===== config.mk =====
export PLATFORM = sky130hd
export DESIGN_NAME = aes_rcon_seq_flat
export DESIGN_NICKNAME = d
export VERILOG_FILES = /design/src/rtl/aes_rcon_seq_pkg.sv /design/src/rtl/aes_rcon_seq_if.sv /design/src/rtl/aes_gf_xtime.sv /design/src/rtl/aes_rcon_seq.sv /design/src/flat_wrapper.sv
export SDC_FILE = /design/constraint.sdc
export NUM_CORES = 1
export LEC_CHECK = 0
export ABC_CLOCK_PERIOD_IN_PS = 3840
export CAP_MARGIN = 20
export CORE_MARGIN = 4
export CORE_UTILIZATION = 25
export CTS_CLUSTER_SIZE = 10
export DETAILED_ROUTE_END_ITERATION = 16
export SLEW_MARGIN = 20
export SYNTH_ARGS = -nofsm -noshare
export SYNTH_HDL_FRONTEND = slang
export SYNTH_SLANG_ARGS = --single-unit
export TNS_END_PERCENT = 5

===== constraint.sdc =====
create_clock -name clk -period 3.84 [get_ports clk]
set_input_delay 1.152 -clock clk [delete_from_list [all_inputs] [get_ports clk]]
set_output_delay 1.152 -clock clk [all_outputs]
set_load 0.03 [all_outputs]

===== src/rtl/aes_rcon_seq_pkg.sv =====
// Shared AES key-schedule definitions.
//   aes_klen_e  : key length selector as seen on the key_len input
//   rcon_st_e   : round-constant sequencer states
//   rcon_count  : number of rcon words consumed by a key length
//   rcon_final  : last rcon byte of the forward sequence, i.e. the first
//                 byte when the schedule is walked in reverse
package aes_rcon_seq_pkg;

  typedef enum logic [1:0] {
    AES128   = 2'b00,
    AES192   = 2'b01,
    AES256   = 2'b10,
    AES_RSVD = 2'b11
  } aes_klen_e;

  typedef enum logic [1:0] {
    RC_IDLE = 2'b00,
    RC_RUN  = 2'b01,
    RC_DONE = 2'b10
  } rcon_st_e;

  // GF(2^8) reduction polynomial (x^8 + x^4 + x^3 + x + 1, low byte).
  localparam logic [7:0] AES_POLY     = 8'h1B;
  // Correction term applied when dividing an odd value by x: (0x11B >> 1).
  localparam logic [7:0] AES_INV_POLY = 8'h8D;

  // Reserved key length falls back to AES-128.
  function automatic logic [3:0] rcon_count(aes_klen_e k);
    case (k)
      AES192:  return 4'd8;
      AES256:  return 4'd7;
      default: return 4'd10;
    endcase
  endfunction

  function automatic logic [7:0] rcon_final(aes_klen_e k);
    case (k)
      AES192:  return 8'h80;
      AES256:  return 8'h40;
      default: return 8'h36;
    endcase
  endfunction

endpackage


===== src/rtl/aes_rcon_seq_if.sv =====
// Handshake bundle between key-load control / key-expand datapath (master)
// and the round-constant sequencer (slave).
//   kld, key_len, dec, step : master -> sequencer
//   rcon_o, valid, idx,
//   last, done              : sequencer -> master
interface aes_rcon_seq_if #(
  parameter int WORD_W = 32
);
  logic              kld;
  logic [1:0]        key_len;
  logic              dec;
  logic              step;
  logic [WORD_W-1:0] rcon_o;
  logic              valid;
  logic [3:0]        idx;
  logic              last;
  logic              done;

  modport master (
    output kld, key_len, dec, step,
    input  rcon_o, valid, idx, last, done
  );

  modport slave (
    input  kld, key_len, dec, step,
    output rcon_o, valid, idx, last, done
  );
endinterface


===== src/rtl/aes_gf_xtime.sv =====
// Combinational multiply / divide by x in GF(2^8) with the AES polynomial.
//   in_b  : operand byte
//   inv   : 0 = multiply by x (xtime), 1 = divide by x (inverse xtime)
//   out_b : result byte
module aes_gf_xtime
  import aes_rcon_seq_pkg::*;
(
  input  logic [7:0] in_b,
  input  logic       inv,
  output logic [7:0] out_b
);

  always_comb begin
    out_b = '0;
    if (inv) begin
      // An odd value had the polynomial folded in on the way up; undo it.
      out_b = {1'b0, in_b[7:1]} ^ (in_b[0] ? AES_INV_POLY : 8'h00);
    end else begin
      out_b = {in_b[6:0], 1'b0} ^ (in_b[7] ? AES_POLY : 8'h00);
    end
  end

endmodule


===== src/rtl/aes_rcon_seq.sv =====
// Round-constant sequencer for AES-128/192/256 key expansion.
// Emits the rcon word sequence in forward or reverse order, one word per
// accepted step, restarting on every key load.
//   clk, rst_n : clock, asynchronous active-low reset
//   rc (slave) : kld/key_len/dec/step in; rcon_o/valid/idx/last/done out
// Parameters:
//   WORD_W     : width of rcon_o (>= 8, multiple of 8)
//   RCON_LANE  : byte lane of rcon_o carrying the constant; others are 0
module aes_rcon_seq
  import aes_rcon_seq_pkg::*;
#(
  parameter int WORD_W    = 32,
  parameter int RCON_LANE = 3
) (
  input  logic          clk,
  input  logic          rst_n,
  aes_rcon_seq_if.slave rc
);

  rcon_st_e  state_q, state_d;
  aes_klen_e klen_q,  klen_d;
  logic      dec_q,   dec_d;
  logic [7:0] byte_q, byte_d;
  logic [3:0] idx_q,  idx_d;
  logic       last_q, last_d;

  aes_klen_e   klen_in;
  logic [7:0]  byte_adv;
  logic [3:0]  idx_nxt;
  logic [3:0]  idx_end;
  logic [WORD_W-1:0] rcon_word;

  // Next byte is derived from the current one; no table of constants.
  aes_gf_xtime u_xtime (
    .in_b  (byte_q),
    .inv   (dec_q),
    .out_b (byte_adv)
  );

  assign klen_in = (aes_klen_e'(rc.key_len) == AES_RSVD) ? AES128
                                                         : aes_klen_e'(rc.key_len);
  assign idx_nxt = idx_q + 4'd1;
  assign idx_end = rcon_count(klen_q) - 4'd1;

  always_comb begin
    state_d = state_q;
    klen_d  = klen_q;
    dec_d   = dec_q;
    byte_d  = byte_q;
    idx_d   = idx_q;
    last_d  = last_q;

    if (rc.kld) begin
      // Key load overrides any step presented in the same cycle.
      state_d = RC_RUN;
      klen_d  = klen_in;
      dec_d   = rc.dec;
      idx_d   = '0;
      byte_d  = rc.dec ? rcon_final(klen_in) : 8'h01;
      last_d  = 1'b0;
    end else if (state_q == RC_RUN && rc.step) begin
      if (last_q) begin
        // idx holds at N-1 so the consumer can see where the sequence ended.
        state_d = RC_DONE;
        byte_d  = '0;
        last_d  = 1'b0;
      end else begin
        idx_d  = idx_nxt;
        byte_d = byte_adv;
        last_d = (idx_nxt == idx_end);
      end
    end
  end

  always_ff @(posedge clk or negedge rst_n) begin
    if (!rst_n) begin
      state_q <= RC_IDLE;
      klen_q  <= AES128;
      dec_q   <= 1'b0;
      byte_q  <= '0;
      idx_q   <= '0;
      last_q  <= 1'b0;
    end else begin
      state_q <= state_d;
      klen_q  <= klen_d;
      dec_q   <= dec_d;
      byte_q  <= byte_d;
      idx_q   <= idx_d;
      last_q  <= last_d;
    end
  end

  always_comb begin
    rcon_word = '0;
    rcon_word[RCON_LANE*8 +: 8] = byte_q;
  end

  // All outputs are flops or decodes of flops only.
  assign rc.rcon_o = rcon_word;
  assign rc.valid  = (state_q == RC_RUN);
  assign rc.done   = (state_q == RC_DONE);
  assign rc.idx    = idx_q;
  assign rc.last   = last_q;

endmodule

===== src/flat_wrapper.sv =====
// flat-port wrapper written by rule: the top's interface ports become plain ports
module aes_rcon_seq_flat import aes_rcon_seq_pkg::*;
#(
  parameter int WORD_W    = 32,
  parameter int RCON_LANE = 3
)
  (clk, rst_n, rc_kld, rc_key_len, rc_dec, rc_step, rc_rcon_o, rc_valid, rc_idx, rc_last, rc_done);
  aes_rcon_seq_if #(.WORD_W(WORD_W)) rc_i ();
  input  logic clk;
  input  logic rst_n;
  input wire logic [$bits(rc_i.kld)-1:0] rc_kld;
  input wire logic [$bits(rc_i.key_len)-1:0] rc_key_len;
  input wire logic [$bits(rc_i.dec)-1:0] rc_dec;
  input wire logic [$bits(rc_i.step)-1:0] rc_step;
  output wire logic [$bits(rc_i.rcon_o)-1:0] rc_rcon_o;
  output wire logic [$bits(rc_i.valid)-1:0] rc_valid;
  output wire logic [$bits(rc_i.idx)-1:0] rc_idx;
  output wire logic [$bits(rc_i.last)-1:0] rc_last;
  output wire logic [$bits(rc_i.done)-1:0] rc_done;
  assign rc_i.kld = rc_kld;
  assign rc_i.key_len = rc_key_len;
  assign rc_i.dec = rc_dec;
  assign rc_i.step = rc_step;
  assign rc_rcon_o = rc_i.rcon_o;
  assign rc_valid = rc_i.valid;
  assign rc_idx = rc_i.idx;
  assign rc_last = rc_i.last;
  assign rc_done = rc_i.done;
  aes_rcon_seq #(.WORD_W(WORD_W), .RCON_LANE(RCON_LANE)) u_core (.clk(clk), .rst_n(rst_n), .rc(rc_i));
endmodule

==> metrics.txt, run 1 <==
Slew Viols, Final 0; Starting Density 25.99%; Util after Layout between 30% and 40%; cell area after synthesis around 1200 µm²; Area Overhead vs Synth 17.10%; CTS resizes 0; vias in the first global route between 700 and 800; Ys Warns 0; Clock Power Share 25.1%; RSZ-0062 raised after global routing false; Initial DRT Pass Iterations 4; Int Pwr ~330 µW; CP Cell Sequence nor2b_1, clkdlybuf4s50_1; Slowest cell on crit path clkdlybuf4s50_1; Placed Area 1415 µm²; CTS root buf clkbuf_8; Seq pwr share 44.2%; busiest grt layer met2; DP Wirelength 1797 µm; FP Rows 25; Critical Path RT 2.69 ns; Yosys reg bits 18; Vias per Instance about 4.2; DRT Wirelength approximately 2400 µm; antenna-violating nets left 0; drt drc 0; actual slew at the worst max-slew pin 0.8341 ns; met3 GRT Util under 10%; total global-route track usage 7.916%; Worst Hold Class flop to flop; setup_tns 0 ns; Peak Freq approximately 370 MHz; CTS sink cnt 18; Unique masters post-synth 32; CP max FO 5; critical path startpoint category flop; Worst setup EP type primary output; layout cells sized above 1 4.636%; Num CTS Buffers 3; leakage power total roughly 0.62 nW; Sw Ratio 35.68%; worst-skew pair later-pin latency 0.25 ns; port bufs 21; fin crit share between 60% and 70%; Initial DRC Count 36; fin crit period 2.676 ns; clk slew on worst S/H paths 0.06 ns; WL/cell 10.93 µm; Non-Filler Instances ~220; worst vdd ir 0.1007 mV; Setup Viol. Count Final 0; Final Hold Viols 0; crit path DAT 1.52 ns; M2 GR Usage 11.97%; DR vias 907; switching power 185.1 µW; delay-heaviest family, CP buffers and inverters; max incr delay on CP 0.69 ns; CTS max path bufs 2; Crit Path Class flop to primary output; clk_skew about 0.00057 ns; Final #Nets between 150 and 200; H-Tree Depth 1; Comb pwr share 30.7%; total gr overflow 0; routability cong. 0.7513; relative slew slack 44.22%; post-synthesis cell count between 100 and 150; Core ar. between 4000 and 5000 µm²; Die Height 78.53 µm; IO Count 46; filler instances 504; CTS Hold Bufs 0; Global Route met1 Usage 10.74%; CTS tree built; Max Cap Viol 0; PD cells 356.1 nW/µm²; Antenna diodes 0; Finished Cell Area 1456 µm²; first-pass GRT wire length between 3000 and 4000 µm; initial antenna violation count 0; postcts setup bufs 0; synthesized area per cell 9.145 µm²; Min Hold Slack approximately 0.5 ns; die width ~79 µm; Placed Cells 215; Buf/Inv on CP 1; sequential fraction of the synthesis area a little over a third; pin count of the biggest net entering global routing 19; status finished clean; die area 6167 µm²
-- metrics by stage --
| stage | setup slack, ns | power, mW |
|---|---|---|
| final | 1.164 | 0.5187 |
| after global routing | 1.080 | 0.5501 |
| after CTS | 1.161 | 0.5236 |
| after detailed placement | 1.056 | 0.3919 |
| after global placement | 1.023 | 0.3909 |
| after floorplan | 1.819 | 0.3629 |
-- cells by family (layout without fill, tap and decap cells) --
| logic type | after synthesis | count (layout) | synth area share (%) |
|---|---|---|---|
| buffers and inverters | 38 | 30 | 18.91 |
| AND/OR/NAND/NOR | 30 | 30 | 11.87 |
| AO/OA/AOI/OAI | 27 | 27 | 14.69 |
| flip-flops | 18 | 18 | 36.22 |
| XOR/XNOR | 11 | 11 | 7.747 |
| adder cells (fa/ha/maj) | 6 | 6 | 6.036 |
| multiplexers | 5 | 5 | 4.225 |
| other | 1 | 24 | 0.3015 |
-- worst reg2reg max path, cell delays in order (launching register included) --
cell	delay, ns
dfrtp_1	0.48
ha_1	0.27
xnor2_1	0.15
a2111oi_2	0.33
a41oi_1	0.11
o31ai_2	0.23
-- cell type report --
type	instances	area [µm²]	share of cell area, %
multi-input cells	103	644.4	44.24
flip-flops and latches	18	450.4	30.93
repair buffers	22	217.7	14.95
well taps	67	83.83	5.756
clock buffers	3	41.29	2.835
inverters	5	18.77	1.289
-- final timing paths --
path	cells after the start	endpoint	slack, ns	startpoint
hold reg to reg	1	u_core.klen_q[1]$_DFFE_PN0P_	0.50	u_core.klen_q[1]$_DFFE_PN0P_
min in group asynchronous	1	u_core.byte_q[2]$_DFFE_PN0P_	1.38	rst_n
setup / recovery	2	rc_valid	1.16	u_core.state_q[0]$_DFFE_PN0P_
setup reg to reg	5	u_core.rc.last$_DFFE_PN0P_	2.18	u_core.rc.idx[0]$_DFFE_PN0P_
hold / removal	1	u_core.klen_q[1]$_DFFE_PN0P_	0.50	u_core.klen_q[1]$_DFFE_PN0P_
max in group asynchronous	1	u_core.byte_q[1]$_DFFE_PN0P_	1.95	rst_n
-- layout by cell type (no fill, tap or decap), types with 2 or more instances in the layout --
cell             count
nand4_1              2
conb_1              24
nand3b_1             2
nand3_1              3
mux2i_1              3
o21ai_1              4
nor2b_1              2
a221oi_1             4
a21oi_1             10
inv_1                5
nand2_1              8
clkbuf_8             3
o21ai_0              2
clkdlybuf4s50_1     21
xor2_1               3
dfrtp_1             18
ha_1                 6
nor3_1               2
nor2_1               9
xnor2_1              8
-- per-layer routing --
| layer | part of all wire [%] | wire length, µm | vias to the layer above |
|---|---|---|---|
| li1 | - | - | 444 |
| met1 | 45 | 1077 | 426 |
| met2 | 45 | 1075 | 33 |
| met3 | 7.8 | 186 | 4 |
| met4 | 1.8 | 42 | 0 |
| met5 | 0 | 0 | - |
-- sequential cells by signal, indices dropped and copies added, names as in the netlist --
register,flops
u_core.rc.idx,4
u_core.byte_q,8
u_core.klen_q,2
u_core.dec_q,1
u_core.rc.last,1
u_core.state_q,2
-- synthesized netlist by cell type (all sizes together) --
master	instances	area, µm²
buf	26	190.2
dfrtp	18	450.4
a21oi	10	50.05
nor2	9	33.78
nand2	8	30.03
xnor2	8	70.07
clkbuf	7	26.28
ha	6	75.07
o21ai	6	30.03
inv	5	18.77
a221oi	4	35.03
mux2i	3	30.03
nand3	3	15.01
xor2	3	26.28
mux2	2	22.52
nand3b	2	15.01
nand4	2	12.51
nor2b	2	12.51
nor3	2	10.01
a2111oi	1	15.01
a21boi	1	7.510
a21o	1	7.510
a31o	1	8.760
a41oi	1	8.760
and4bb	1	12.51
conb	1	3.750
o211ai	1	7.510
o31ai	1	12.51
or3	1	6.260
-- power groups by stage --
stage	combinational, mW	sequential (mW)	clock (mW)
detailed placement	0.159	0.233	0
global placement	0.158	0.233	0
floorplan	0.118	0.245	0
CTS	0.160	0.229	0.134
finish	0.159	0.229	0.130
global route	0.173	0.233	0.143
No activity file was read; power rests on OpenSTA's default activity.
==> run 2, diff against run 1 <==
--- a/config.mk
+++ b/config.mk
@@ -5,7 +5,7 @@
 export SDC_FILE = /design/constraint.sdc
 export NUM_CORES = 1
 export LEC_CHECK = 0
-export ABC_CLOCK_PERIOD_IN_PS = 3840
+export ABC_CLOCK_PERIOD_IN_PS = 2200
 export CAP_MARGIN = 20
 export CORE_MARGIN = 4
 export CORE_UTILIZATION = 25
==> constraint.sdc (replaced) <==
create_clock -name clk -period 2.2 [get_ports clk]
set_input_delay 0.66 -clock clk [delete_from_list [all_inputs] [get_ports clk]]
set_output_delay 0.66 -clock clk [all_outputs]
set_load 0.03 [all_outputs]
==> run 2 against run 1 <==
Net effect: total power rose by 76%; sequential power rose by 71%; worst setup slack got worse by 1.1 ns; clock power rose by 73%.
==> metrics.txt, run 2 (synthesized netlist as in run 1, its figures left out) <==
clk_skew roughly 0.0063 ns; Non-Filler Instances 224; most frequent cells in the layout conb_1 (24), clkdlybuf4s50_1 (19), dfrtp_1 (18), a21oi_1 (10), nor2_1 (9); Crit Path Class flop to primary output; pin count of the biggest net entering global routing 25; fin crit share a little over nine tenths; Slowest cell on crit path clkdlybuf4s50_1; multi-input combinational cell area around 640 µm²; vias in the first global route ~750; Setup Viol. Count Final 0; crit path DAT 1.47 ns; CTS tree built; CTS root buf clkbuf_8; PD cells 601.1 nW/µm²; total power about 900 µW; antenna-violating nets left 0; RSZ-0062 raised after global routing false; Final Hold Viols 0; Die Height 78.53 µm; DRT Wirelength 2363 µm; total gr overflow 0; CTS Hold Bufs 0; WL/cell 10.55 µm; Placed Cells 221; critical path startpoint category flop; delay-heaviest family, CP buffers and inverters; CP max FO 4; Largest Register u_core.byte_q; first-pass GRT wire length about 3900 µm; Min Hold Slack between 0.4 and 0.5 ns; status finished clean; die area 6167 µm²; clk slew on worst S/H paths 0.07 ns; CTS sink cnt 18; Worst Hold Class flop to flop; IO Count 46; CP Cell Sequence inv_1, nor2_1, clkdlybuf4s50_1; total global-route track usage ~7.9%; die width 78.53 µm; Peak Freq 469.4 MHz; Starting Density about a quarter; filler instances 516; port bufs 21; worst vdd ir 0.1855 mV; Core ar. 4786 µm²; Initial DRT Pass Iterations 4; DR vias 899; H-Tree Depth 1; worst-skew pair later-pin latency 0.25 ns; Final #Nets 172; register area 450.4 µm²; Area Overhead vs Synth 22.13%; Vias per Instance 4.013; Util after Layout 31.74%; Finished Cell Area between 1500 and 2000 µm²; layout cells sized above 1 8.280%; Worst setup EP type primary output; leakage power total about 0.67 nW; final setup margin 0.06948 ns; Num CTS Buffers 3; initial antenna violation count 0; DP Wirelength around 1800 µm; Place WS 0.06594 ns; Placed Area 1473 µm²; CTS max path bufs 2; Antenna diodes 0; Initial DRC Count 56; routability cong. 0.7728; commonest non-fill, non-tap cell in the layout conb_1; Critical Path RT 1.54 ns; FP Rows 25; setup_tns 0 ns; drt drc 0; Max Cap Viol 0; Slew Viols, Final 0; max incr delay on CP 0.67 ns; fin crit period about 2.1 ns; max reg flops 8; Buf/Inv on CP 2
-- run 2: changes by cell type in the layout (fill, tap and decap cells not counted) --
cell | before | now
buf_12 | 0 | 1
dlymetal6s2s_1 | 0 | 2
clkdlybuf4s50_1 | 21 | 19
buf_4 | 1 | 6
-- run 2: repair_timing --
| action | in CTS | in global routing |
|---|---|---|
| buffers inserted | 0 | 0 |
| resized for setup | 0 | 2 |
| setup endpoints to repair | 0 | 2 |
-- run 2: worst paths after layout --
check | start | endpoint | slack (ns) | cells after the start
min in group asynchronous | rst_n | u_core.byte_q[3]$_DFFE_PN0P_ | 0.73 | 2
min reg2reg | u_core.klen_q[1]$_DFFE_PN0P_ | u_core.klen_q[1]$_DFFE_PN0P_ | 0.49 | 1
max in group asynchronous | rst_n | u_core.dec_q$_DFFE_PN0P_ | 1.27 | 2
min | u_core.klen_q[1]$_DFFE_PN0P_ | u_core.klen_q[1]$_DFFE_PN0P_ | 0.49 | 1
max reg2reg | u_core.rc.idx[0]$_DFFE_PN0P_ | u_core.rc.last$_DFFE_PN0P_ | 0.55 | 6
max | u_core.state_q[1]$_DFFE_PN0P_ | rc_done | 0.07 | 3
-- run 2: metal layers --
| metal | wire length [µm] | vias up | GRT usage [%] |
|---|---|---|---|
| met4 | 31 | 0 | 3.147 |
| met5 | 0 | - | 0 |
| li1 | - | 457 | - |
| met1 | 1109 | 410 | 10.82 |
| met2 | 1049 | 30 | 11.46 |
| met3 | 173 | 2 | 2.638 |
-- run 2: final cells by class --
| class | instances | area share, % |
|---|---|---|
| Clock buffer | 3 | 2.718 |
| Inverter | 5 | 1.236 |
| Multi-Input combinational cell | 103 | 42.42 |
| Sequential cell | 18 | 29.65 |
| Tap cell | 67 | 5.519 |
| Timing Repair Buffer | 28 | 18.45 |
-- run 2: worst register-to-register path, stage by stage (launching register included) --
cell and delay [ns]:
dfrtp_1 0.38, buf_4 0.16, ha_1 0.22, xnor2_1 0.15, a2111oi_2 0.33, a41oi_1 0.09, o31ai_2 0.23
-- run 2: power by group --
group          switching, mW  total [mW]  internal [mW]
sequential            0.0341       0.391          0.357
combinational          0.182       0.298          0.116
clock                  0.103       0.225          0.121
total                  0.319       0.913          0.594
==> variant (settings of run 2) <==
`WORD_W` is set to 32 in 3 places; all go to 48.
--- a/src/rtl/aes_rcon_seq_if.sv
+++ b/src/rtl/aes_rcon_seq_if.sv
@@ -5,5 +5,5 @@
 //   last, done              : sequencer -> master
 interface aes_rcon_seq_if #(
-  parameter int WORD_W = 32
+  parameter int WORD_W = 48
 );
   logic              kld;
--- a/src/rtl/aes_rcon_seq.sv
+++ b/src/rtl/aes_rcon_seq.sv
@@ -10,5 +10,5 @@
   import aes_rcon_seq_pkg::*;
 #(
-  parameter int WORD_W    = 32,
+  parameter int WORD_W    = 48,
   parameter int RCON_LANE = 3
 ) (
--- a/src/flat_wrapper.sv
+++ b/src/flat_wrapper.sv
@@ -2,5 +2,5 @@
 module aes_rcon_seq_flat import aes_rcon_seq_pkg::*;
 #(
-  parameter int WORD_W    = 32,
+  parameter int WORD_W    = 48,
   parameter int RCON_LANE = 3
 )
Interface: changed (resized rc_rcon_o); port bits go from 46 to 62. No check against the original RTL was run, so the function may have changed too.
==> variant against run 2 <==
- worst setup slack lost 0.019 ns
- sequential power increased by 1%
- critical endpoint is now rc_idx[0]
- power increased by 4.8%
- sequential cell count unchanged
- wire length rose by 13%
- die area up 8.7%
- utilization shrank 1.6 points
- cell area rose by 3.3%
- synthesized area is 9.7% higher
==> variant: results (changes against run 2) <==
outcome=finished, final reports clean; Crit-path slowest cell=clkdlybuf4s50_1; Hold Path Class=flip-flop to flip-flop; Max H-tree Level=1 (unchanged); GPL Wtd Cong=0.792 (+2.4%); Main synth FF type=dfrtp_1; fin nets=188 (+9.3%); CTS clock-pin slew for the worst setup and hold paths=around 0.06 ns; worst-skew pair later-pin latency=about 0.26 ns; Worst EP arrival=1.49 ns (+0.02 ns); router iterations before antenna repair=4 (unchanged); post-synthesis sequential area ratio=33.0% (-3.2 points); Largest Register=u_core.byte_q; share of cells above drive strength 1=7.51% (-0.77 points); Synth cell types=32 (unchanged); Syn. warnings=0 (unchanged); residual DRC count=0 (unchanged); Reg2Reg Setup Slack=0.54 ns; vias per inst=3.95 (-1.5%); pin count of the biggest net entering global routing=19 (-24%); clk_skew=0.00478 ns (-0.00154 ns); first-pass GRT wire length=4010 um (+2.8%); HPWL Detailed=2010 um (+13%); Num CTS Buffers=3 (unchanged); ant diodes=0 (unchanged); PortBufs=21 (unchanged); Initial DRC Count=44 (-21%); Min Hold Slack=0.501 ns (+0.00881 ns); Clock Path Buffers=2 (unchanged); Largest stage delay, worst path=0.73 ns (+0.06 ns); Leak=0.730 nW (+9.6%); final-report hold violation count=0 (unchanged); Post-CTS Setup Bufs=0 (unchanged); setup TNS=0 ns (unchanged); Routed WL=2680 um (+13%); CP max FO=7 (+3); vias in the first global route=866 (+16%); Async S/R FF share, synth=100% (unchanged); root buf cell=clkbuf_8; commonest cells in the netlist=40 x buf_4, 18 x dfrtp_1, 10 x a21oi_1; dpl cell area=1520 sq um (+3.5%); Initial Util=26.2% (+0.21 points); peak supply drop=0.201 mV (+8.2%); top cells by area, synth=dfrtp_1 33%, buf_4 22%, ha_1 5.5%; Total Routing Usage GR=7.80% (-0.14 points); delay-heaviest family, CP=buffers and inverters; Largest register FFs=8 (unchanged)
[variant: cell count changes after synthesis, sizes merged]
cell	delta
buf	+16
[variant: path summary, 6_finish.rpt]
path,depth (start not counted),to,start
worst min-delay path,1,u_core.klen_q[1],u_core.klen_q[1]
worst min register to register,1,u_core.klen_q[1],u_core.klen_q[1]
worst max register to register,5,u_core.rc.last,u_core.rc.idx[0]
min in group asynchronous,2,u_core.dec_q,rst_n
worst max-delay path,1,rc_idx[0],u_core.rc.idx[0]
max in group asynchronous,2,u_core.rc.idx[3],rst_n
[variant: kinds of logic after synthesis]
| logic type | after synthesis | share of synthesized area, % |
|---|---|---|
| AOI/OAI and AO/OA | 27 | 13.4 |
| xor gates and xnor gates | 11 | 7.06 |
| DFF | 18 | 33.0 |
| adders and majority gates | 6 | 5.50 |
| muxes | 5 | 3.85 |
| other | 1 | 0.275 |
| and+or+nand+nor | 30 | 10.8 |
| buffers and inverters | 54 | 26.1 |
[variant: layout make-up]
cell class | count | area, sq um
fill | 582 | 3640
timing repair buffer | 28 | 267
sequential | 18 | 450
inverter | 5 | 18.8
clock buffer | 3 | 41.3
tap | 70 | 87.6
multi-input combinational | 119 | 704
[variant: repair_timing]
action,CTS,global route
resized for setup,1,2
cloned,0,0
pin swaps,0,0
endpoints found under the setup margin,1,2
[variant: power breakdown]
| part | switching (mW) | leakage, nW | internal (mW) |
|---|---|---|---|
| clock network | 0.112 | 0.0216 | 0.122 |
| registers | 0.0391 | 0.228 | 0.356 |
| logic | 0.216 | 0.480 | 0.112 |
| total | 0.367 | 0.730 | 0.590 |
[variant: layer usage]
layer,part of all wire (%),global-route usage [%],vias to the layer above
met5,0,0,-
met1,43,9.66,448
met3,6.9,1.54,5
met4,2.1,4.49,0
li1,-,-,468
met2,48,12.5,40
[variant: per-stage QoR]
stage / setup WS [ns] / util (%) / std cells
after floorplan: 0.518 / - / 191
after global placement: 0.116 / 29.3 / 240
after detailed placement: 0.0699 / 29.3 / 240
after CTS: 0.0196 / 30.0 / 243
after global routing: 0.00592 / 30.1 / 243
final: 0.0503 / 30.1 / 243
